## config.mk

```make
export PLATFORM = sky130hd
export DESIGN_NAME = prom_loader
export DESIGN_NICKNAME = d
export VERILOG_FILES = /design/src/rtl/prom_loader.sv
export SDC_FILE = /design/constraint.sdc
export NUM_CORES = 1
export LEC_CHECK = 0
export CORE_MARGIN = 1.5
export CORE_UTILIZATION = 32
export CTS_CLUSTER_DIAMETER = 120
export CTS_CLUSTER_SIZE = 40
export DETAILED_ROUTE_END_ITERATION = 10
export SETUP_SLACK_MARGIN = 0.2
export SLEW_MARGIN = 20
export SYNTH_ARGS = -nofsm -noshare
export SYNTH_HDL_FRONTEND = slang
export SYNTH_SLANG_ARGS = --single-unit
```

## constraint.sdc

```tcl
create_clock -name CLK_LD -period 3.8 [get_ports CLK_LD]
set_input_delay 1.14 -clock CLK_LD [delete_from_list [all_inputs] [get_ports CLK_LD]]
set_output_delay 1.14 -clock CLK_LD [all_outputs]
set_load 0.02 [all_outputs]
```

## src/rtl/prom_loader.sv

```systemverilog
// prom_loader: streams a program image into the 256 x 15-bit program memory.
//
// Accepts instruction words over a valid/ready handshake, writes each accepted
// word one cycle later at sequential addresses starting at BASE_ADDR, keeps a
// running checksum of the loaded words, and holds the CPU in halt from the
// START acceptance through the DONE cycle so fetch never sees a partial image.
//
// Ports:
//   CLK_LD     in   clock, all logic on the rising edge
//   RST_LD     in   synchronous active-high reset, priority over all inputs
//   START      in   one-cycle load request, only honoured in IDLE
//   LEN        in   word count captured at START (0 means 2^AW words)
//   DIN        in   instruction word from the source
//   DIN_VALID  in   DIN holds a word
//   DIN_READY  out  loader accepts a word this cycle (high while in LOAD)
//   WE         out  memory write strobe, one cycle per word
//   W_ADDR     out  memory write address
//   W_DATA     out  memory write data
//   BUSY       out  load in progress
//   HALT_CPU   out  holds PC/fetch while loading, through the DONE cycle
//   DONE       out  one-cycle pulse after the last word is written
//   CHECKSUM   out  sum of loaded words mod 2^DW, held after DONE
module prom_loader #(
  parameter int            AW        = 8,
  parameter int            DW        = 15,
  parameter logic [AW-1:0] BASE_ADDR = 8'h00
) (
  input  logic          CLK_LD,
  input  logic          RST_LD,
  input  logic          START,
  input  logic [AW-1:0] LEN,
  input  logic [DW-1:0] DIN,
  input  logic          DIN_VALID,
  output logic          DIN_READY,
  output logic          WE,
  output logic [AW-1:0] W_ADDR,
  output logic [DW-1:0] W_DATA,
  output logic          BUSY,
  output logic          HALT_CPU,
  output logic          DONE,
  output logic [DW-1:0] CHECKSUM
);

  typedef enum logic [1:0] {
    ST_IDLE   = 2'd0,
    ST_LOAD   = 2'd1,
    ST_FINISH = 2'd2
  } state_t;

  // Remaining count is one bit wider than the address so LEN==0 can mean 2^AW.
  localparam logic [AW:0] FULL_COUNT = {1'b1, {AW{1'b0}}};
  localparam logic [AW:0] ONE_COUNT  = {{AW{1'b0}}, 1'b1};

  state_t        state_r;
  logic [AW:0]   remaining_r;
  logic [AW-1:0] next_addr_r;
  logic          we_r;
  logic [AW-1:0] w_addr_r;
  logic [DW-1:0] w_data_r;
  logic          busy_r;
  logic          halt_r;
  logic          done_r;
  logic [DW-1:0] checksum_r;
  logic          xfer_s;

  // Checksum accumulation, truncated to the word width.
  function automatic logic [DW-1:0] csum_add(input logic [DW-1:0] acc,
                                             input logic [DW-1:0] word);
    return acc + word;
  endfunction

  assign DIN_READY = (state_r == ST_LOAD);
  assign xfer_s    = DIN_VALID && DIN_READY;

  assign WE       = we_r;
  assign W_ADDR   = w_addr_r;
  assign W_DATA   = w_data_r;
  assign BUSY     = busy_r;
  assign HALT_CPU = halt_r;
  assign DONE     = done_r;
  assign CHECKSUM = checksum_r;

  // Load sequencer: state, counters, checksum and all registered outputs.
  always_ff @(posedge CLK_LD) begin
    if (RST_LD) begin
      state_r     <= ST_IDLE;
      remaining_r <= {(AW+1){1'b0}};
      next_addr_r <= BASE_ADDR;
      we_r        <= 1'b0;
      w_addr_r    <= BASE_ADDR;
      w_data_r    <= {DW{1'b0}};
      busy_r      <= 1'b0;
      halt_r      <= 1'b0;
      done_r      <= 1'b0;
      checksum_r  <= {DW{1'b0}};
    end else begin
      case (state_r)
        ST_IDLE: begin
          we_r   <= 1'b0;
          done_r <= 1'b0;
          if (START) begin
            state_r     <= ST_LOAD;
            remaining_r <= (LEN == {AW{1'b0}}) ? FULL_COUNT : {1'b0, LEN};
            next_addr_r <= BASE_ADDR;
            checksum_r  <= {DW{1'b0}};
            busy_r      <= 1'b1;
            halt_r      <= 1'b1;
          end else begin
            // Halt was kept high through the DONE cycle; release it now.
            busy_r <= 1'b0;
            halt_r <= 1'b0;
          end
        end
        ST_LOAD: begin
          done_r <= 1'b0;
          if (xfer_s) begin
            we_r        <= 1'b1;
            w_addr_r    <= next_addr_r;
            w_data_r    <= DIN;
            next_addr_r <= next_addr_r + {{(AW-1){1'b0}}, 1'b1};
            checksum_r  <= csum_add(checksum_r, DIN);
            remaining_r <= remaining_r - ONE_COUNT;
            if (remaining_r == ONE_COUNT) begin
              state_r <= ST_FINISH;
            end else begin
              state_r <= ST_LOAD;
            end
          end else begin
            we_r <= 1'b0;
          end
        end
        ST_FINISH: begin
          // Last WE is visible during this cycle; DONE follows on the next.
          we_r    <= 1'b0;
          done_r  <= 1'b1;
          busy_r  <= 1'b0;
          halt_r  <= 1'b1;
          state_r <= ST_IDLE;
        end
        default: begin
          state_r <= ST_IDLE;
          we_r    <= 1'b0;
          done_r  <= 1'b0;
          busy_r  <= 1'b0;
          halt_r  <= 1'b0;
        end
      endcase
    end
  end

endmodule

```

==> results of run 1 <==
## cell type report
class,instances,share of cell area (%)
multi-input cells,295,43.5
clock buffers,11,3.65
well taps,133,4.01
flip-flops and latches,61,29.4
clock inverters,4,1.15
repair buffers,75,17.6
inverters,8,0.723
## worst max path at each step
stage,depth (start not counted),slack [ns],endpoint,start
2_1_floorplan,8,0.72,CHECKSUM[14]$_SDFFE_PP0P_,DIN[0]
3_3_place_gp,9,0.15,CHECKSUM[14]$_SDFFE_PP0P_,DIN[0]
3_5_place_dp,9,0.11,CHECKSUM[14]$_SDFFE_PP0P_,DIN[0]
4_1_cts,9,0.47,CHECKSUM[14]$_SDFFE_PP0P_,DIN[0]
5_1_grt,9,0.34,CHECKSUM[14]$_SDFFE_PP0P_,DIN[0]
6_report,9,0.47,CHECKSUM[14]$_SDFFE_PP0P_,DIN[0]
## metrics by stage
step           total power [uW]  util, %
3_5_place_dp               1000     41.0
2_1_floorplan               892        -
4_1_cts                    1610     43.1
3_3_place_gp                999     41.0
5_1_grt                    1660     43.1
6_report                   1590     43.1
## cell usage after synthesis (all sizes together), types with 2 or more instances
cell	number	area [um2]
o21ai	11	55.1
o21a	2	15.0
inv	8	30.0
nand4	7	43.8
o211ai	3	22.5
ha	17	213
a21boi	2	18.8
a21oi	41	213
a211o	4	35.0
or2	3	18.8
nor3b	7	52.6
nor3	12	60.1
xnor2	3	26.3
a21o	7	55.1
o21bai	3	22.5
a31oi	5	31.3
nor2	39	149
a22oi	4	30.0
nand2	65	246
a22o	2	17.5
nand2b	2	12.5
a211oi	5	42.5
nor4	4	25.0
a221oi	6	70.1
xor2	8	70.1
and3	4	30.0
nand3	13	70.1
clkbuf	8	30.0
buf	10	65.1
dfxtp	61	1220
or3	3	18.8
## cell families after synthesis
kind of cell,Yosys count
buffers and inverters,26
multiplexers,1
flip-flops,61
AND/OR/NAND/NOR,163
AO/OA/AOI/OAI,102
XOR/XNOR,11
adder cells (fa/ha/maj),18
## placed cells by master (no fill, tap or decap), drive strengths merged, types with 3 or more instances in the layout
| cell | count |
|---|---|
| a21o | 7 |
| a211o | 4 |
| o21bai | 3 |
| and3 | 4 |
| xnor2 | 3 |
| or3 | 3 |
| a22oi | 4 |
| nor2 | 39 |
| clkbuf | 11 |
| nand3 | 13 |
| nor3b | 7 |
| ha | 17 |
| a221oi | 6 |
| xor2 | 8 |
| o211ai | 3 |
| nor4 | 4 |
| nand2 | 65 |
| dfxtp | 61 |
| clkdlybuf4s50 | 68 |
| nand4 | 7 |
| inv | 8 |
| a211oi | 5 |
| or2 | 3 |
| a31oi | 5 |
| nor3 | 12 |
| a21oi | 41 |
| buf | 7 |
| o21ai | 11 |
## per-layer routing
layer	global-route usage (%)	share of wire (%)	routed length [um]	vias to the layer above
met5	0	0	0	-
met4	7.48	2.1	168	0
met3	3.97	4.4	356	13
met2	24.8	45	3640	73
met1	21.4	49	3930	1365
li1	-	-	-	1507
## sequential cells by signal (all words and copies together), names as in the netlist
register	cells
CHECKSUM	15
W_DATA	15
remaining_r	9
W_ADDR	8
next_addr_r	8
state_r	2
BUSY	1
DONE	1
HALT_CPU	1
WE	1
## worst min-delay path, cell delays in order, from the launching register on
cell	delay, ns
dfxtp_1	0.31
nand2_1	0.05
a21oi_1	0.05
## where the power goes
group	switching [uW]	leakage (uW)	internal [uW]	total, uW
Combinational	172	0.000988	131	302
Clock	264	0.000101	332	596
Sequential	20.7	0.000496	666	687
Total	456	0.00159	1130	1590
==> flow_summary.toml, run 1 <==
[synth]
synth_xor_area_share_pct = 3.06
yosys_warnings = 0
ys_types = 56
synth_top_family_by_area = "simple AND/OR/NAND/NOR gates"
synth_nets = 427
synth_compound_area_share_pct = 22.4
synthCells = 382
yosys.area_share.simple_pct = 24.1
async_flop_share_pct = 0
ys_seq_area_share_pct = 38.8
synth-edff-count = 0
synth_fa_ha_area_share_pct = 7.39
syn_area_um2 = 3150
syn_area_per_cell_um2 = 8.25
synth_ff_type = "dfxtp_1"
synth_mux_area_share_pct = 0.318
ys_ff_latch = 61

[job]
cap_violations = 0

[grt]
grtUsageTotal_pct = 16.1
grt-ovfl-total = 0
grt_max_degree = 46
antenna_found_initial = 0
grt_pass1_vias = 2746
grt_pass1_wl_um = 13000

[placement]
port_buffers = 69
place_ws_ns = 0.111
hpwl_um = 5890
gp_congestion = 0.821
dp.cells = 572
dpl-instance-area_um2 = 3950

[sta]
drv_slew = 0
fin_hold_ws_ns = 0.454
finalWorstSetupSlack_ns = 0.471
worst_pin_slew_ns = 0.475
fmax_ghz = 0.300
fin_crit_ns = 3.33
finalCritPeriodShare_pct = 87.6
hold_viol_final = 0
fin_skew_ns = 0.0110
fin_tns_setup_ns = 0
rsz0062_at_grt = "no"
setup_violations = 0
slew_headroom_pct = 68.4

[worst_setup_path]
crit_chain = "clkdlybuf4s50_1 -> ha_1 -> fa_1 -> a211oi_2 -> nor2_1 -> o311ai_2 -> a21boi_2 -> o21a_1 -> o41ai_2"
critical-path-top-delay-family = "compound AO/OA/AOI/OAI gates"
worstPathMaxFanout = 3
cp-end-kind = "flip-flop"
cp_num_buf_inv = 1
max_stage_delay_ns = 0.45
cp.required_ns = 4.07
r2r_end = "CHECKSUM[14]$_SDFFE_PP0P_"
reg2reg_depth = 8
critical_path_arrival_ns = 3.60
start_kind = "input port"
worstSetupPathType = "in -> reg"
ff2ff_setup_slack_ns = 1.37
reg2reg_from = "CHECKSUM[0]$_SDFFE_PP0P_"
cp_slowest_cell = "fa_1"

[cells_and_area]
n_fill_cell = 979
diodes = 0
fin_area_um2 = 4150
layout-drive-gt1-share_pct = 9.03
seq_area_um2 = 1220
fin_cells = 587
multi_input_area_um2 = 1800
area_growth_pct = 31.8
nets = 495

[power]
ir_worst_vdd_v = 0.000148
leakage_uw = 0.00159
p_per_area_nw_per_um2 = 382

[clock_network]
cts_tree = "built"
hold_buffers = 0
h-tree-depth = 3
cts_buffers = 9
cts.sinks = 61
cts-root-buf = "clkbuf_8"
post_cts.repair.setup_buffers = 0
ctsResizeCount = 0
insertion_delay_ns = 0.36
clkTransAtPathRegs_ns = 0.07
cts_buffer_depth = 2

[route]
drt_iter0_markers = 102
wl_per_cell_um = 13.8
num_vias = 2958
dr.pass1.iters = 4
finalWirelength_um = 8100
ant_nets = 0
vias_per_cell = 5.04
drcViolationCount = 0

[worst_hold_path]
hp-start = "W_DATA[3]$_SDFFE_PP0P_"
hold_path_depth = 2
hold_class = "reg -> reg"
whs_endpoint = "W_DATA[3]$_SDFFE_PP0P_"

[status]
status = "completed"

[floorplanning]
die_h_um = 102
start_util_pct = 32.7
num_rows = 36
core_area_um2 = 9640
dieArea_um2 = 10500
die_w_um = 102
boundaryPins = 70
Note: power is estimated with default switching activity, not from simulation.
==> run 2, diff against run 1 <==
- CAP_MARGIN: default -> 10
- GPL_ROUTABILITY_DRIVEN: default -> 0
==> results of run 2 <==
Final layout, timing and power as in run 1 (identical DEF).
==> run 3, diff against run 2 <==
- CAP_MARGIN: 10 -> 5
- MAX_ROUTING_LAYER: default -> met4
==> run 3 against run 2 <==
Worst hold slack hardly changed. Clock power about the same. Critical path depth did not move. Routed wire length increased by 0.38%. Largest cell class unchanged.
==> flow_summary.toml, run 3 (synthesis gave the netlist of run 1 again) <==
[worst_hold_path]
hold_path_depth = 2
hp-start = "W_DATA[3]$_SDFFE_PP0P_"
hold_class = "reg -> reg"
whs_endpoint = "W_DATA[3]$_SDFFE_PP0P_"

[floorplanning]
dieArea_um2 = 10500
die_h_um = 102
num_rows = 36
boundaryPins = 70
start_util_pct = 32.7
core_area_um2 = 9640
die_w_um = 102

[sta]
fmax_ghz = 0.301
finalCritPeriodShare_pct = 87.5
fin_crit_ns = 3.33
slew_headroom_pct = 68.4
rsz0062_at_grt = "no"
fin_tns_setup_ns = 0
finalWorstSetupSlack_ns = 0.474
setup_violations = 0
fin_hold_ws_ns = 0.454
hold_viol_final = 0
worst_pin_slew_ns = 0.474
drv_slew = 0
fin_skew_ns = 0.0118

[power]
leakage_uw = 0.00159
ir_worst_vdd_v = 0.000148
p_per_area_nw_per_um2 = 383

[route]
vias_per_cell = 5.02
drt_iter0_markers = 85
finalWirelength_um = 8130
ant_nets = 0
num_vias = 2948
dr.pass1.iters = 4
drcViolationCount = 0
wl_per_cell_um = 13.9

[placement]
place_ws_ns = 0.111
port_buffers = 69
hpwl_um = 5890
dpl-instance-area_um2 = 3950

[grt]
grtUsageTotal_pct = 16.7
grt-ovfl-total = 0
grt_pass1_vias = 2744
antenna_found_initial = 0
grt_max_degree = 46
grt_pass1_wl_um = 13000

[worst_setup_path]
cp.required_ns = 4.07
reg2reg_depth = 8
worstPathMaxFanout = 3
critical_path_arrival_ns = 3.60
cp-end-kind = "flip-flop"
worstSetupPathType = "in -> reg"
ff2ff_setup_slack_ns = 1.37
r2r_end = "CHECKSUM[14]$_SDFFE_PP0P_"
reg2reg_from = "CHECKSUM[0]$_SDFFE_PP0P_"
start_kind = "input port"
setup.worst_path.start = "DIN[0]"

[clock_network]
h-tree-depth = 3
cts_tree = "built"
cts_buffer_depth = 2
cts.sinks = 61
cts-root-buf = "clkbuf_8"
clkTransAtPathRegs_ns = 0.07
post_cts.repair.setup_buffers = 0
ctsResizeCount = 0
cts_buffers = 9
hold_buffers = 0
insertion_delay_ns = 0.36

[cells_and_area]
final_cell_mix = "clkdlybuf4s50_1, nand2_1, dfxtp_1"
nets = 495
diodes = 0
layout-drive-gt1-share_pct = 9.03
area_growth_pct = 31.8
fin_area_um2 = 4150
layout_commonest_cell = "clkdlybuf4s50_1"
n_fill_cell = 979

[job]
cap_violations = 0

[status]
status = "completed"
[run 3: cell counts in the layout (fill, tap and decap cells not counted)]
No cell type changed its count.
[run 3: how the worst max path moves through the flow]
stage | to | slack [ns]
6_report | CHECKSUM[14]$_SDFFE_PP0P_ | 0.47
5_1_grt | CHECKSUM[14]$_SDFFE_PP0P_ | 0.34
4_1_cts | CHECKSUM[14]$_SDFFE_PP0P_ | 0.47
3_5_place_dp | CHECKSUM[14]$_SDFFE_PP0P_ | 0.11
3_3_place_gp | CHECKSUM[14]$_SDFFE_PP0P_ | 0.15
2_1_floorplan | CHECKSUM[14]$_SDFFE_PP0P_ | 0.72
[run 3: area by class of cell]
type / instances / area (um2) / area share, %
inverters: 8 / 30.0 / 0.723
well taps: 133 / 166 / 4.01
multi-input cells: 295 / 1800 / 43.5
repair buffers: 75 / 731 / 17.6
clock inverters: 4 / 47.5 / 1.15
clock buffers: 11 / 151 / 3.65
flip-flops and latches: 61 / 1220 / 29.4
[run 3: routing by layer]
| metal | part of all wire [%] | GRT usage [%] | up-vias |
|---|---|---|---|
| li1 | - | - | 1509 |
| met1 | 49 | 21.4 | 1362 |
| met2 | 45 | 24.8 | 65 |
| met3 | 3.7 | 3.01 | 12 |
| met4 | 2.5 | 9.06 | 0 |
| met5 | 0 | - | - |
[run 3: power by group]
group / total [uW] / switching (uW) / internal (uW)
Clock: 598 / 266 / 332
Combinational: 303 / 172 / 131
Sequential: 687 / 20.8 / 666
Total: 1590 / 459 / 1130
[run 3: critical path: stages]
cell and delay, ns:
clkdlybuf4s50_1 0.42, ha_1 0.25, fa_1 0.45, a211oi_2 0.30, nor2_1 0.11, o311ai_2 0.34
a21boi_2 0.12, o21a_1 0.19, o41ai_2 0.28
[run 3: through the flow]
step	std cells	utilization, %	power (uW)
2_1_floorplan	382	-	892
3_3_place_gp	572	41.0	999
3_5_place_dp	572	41.0	1000
4_1_cts	587	43.1	1610
5_1_grt	587	43.1	1660
6_report	587	43.1	1590
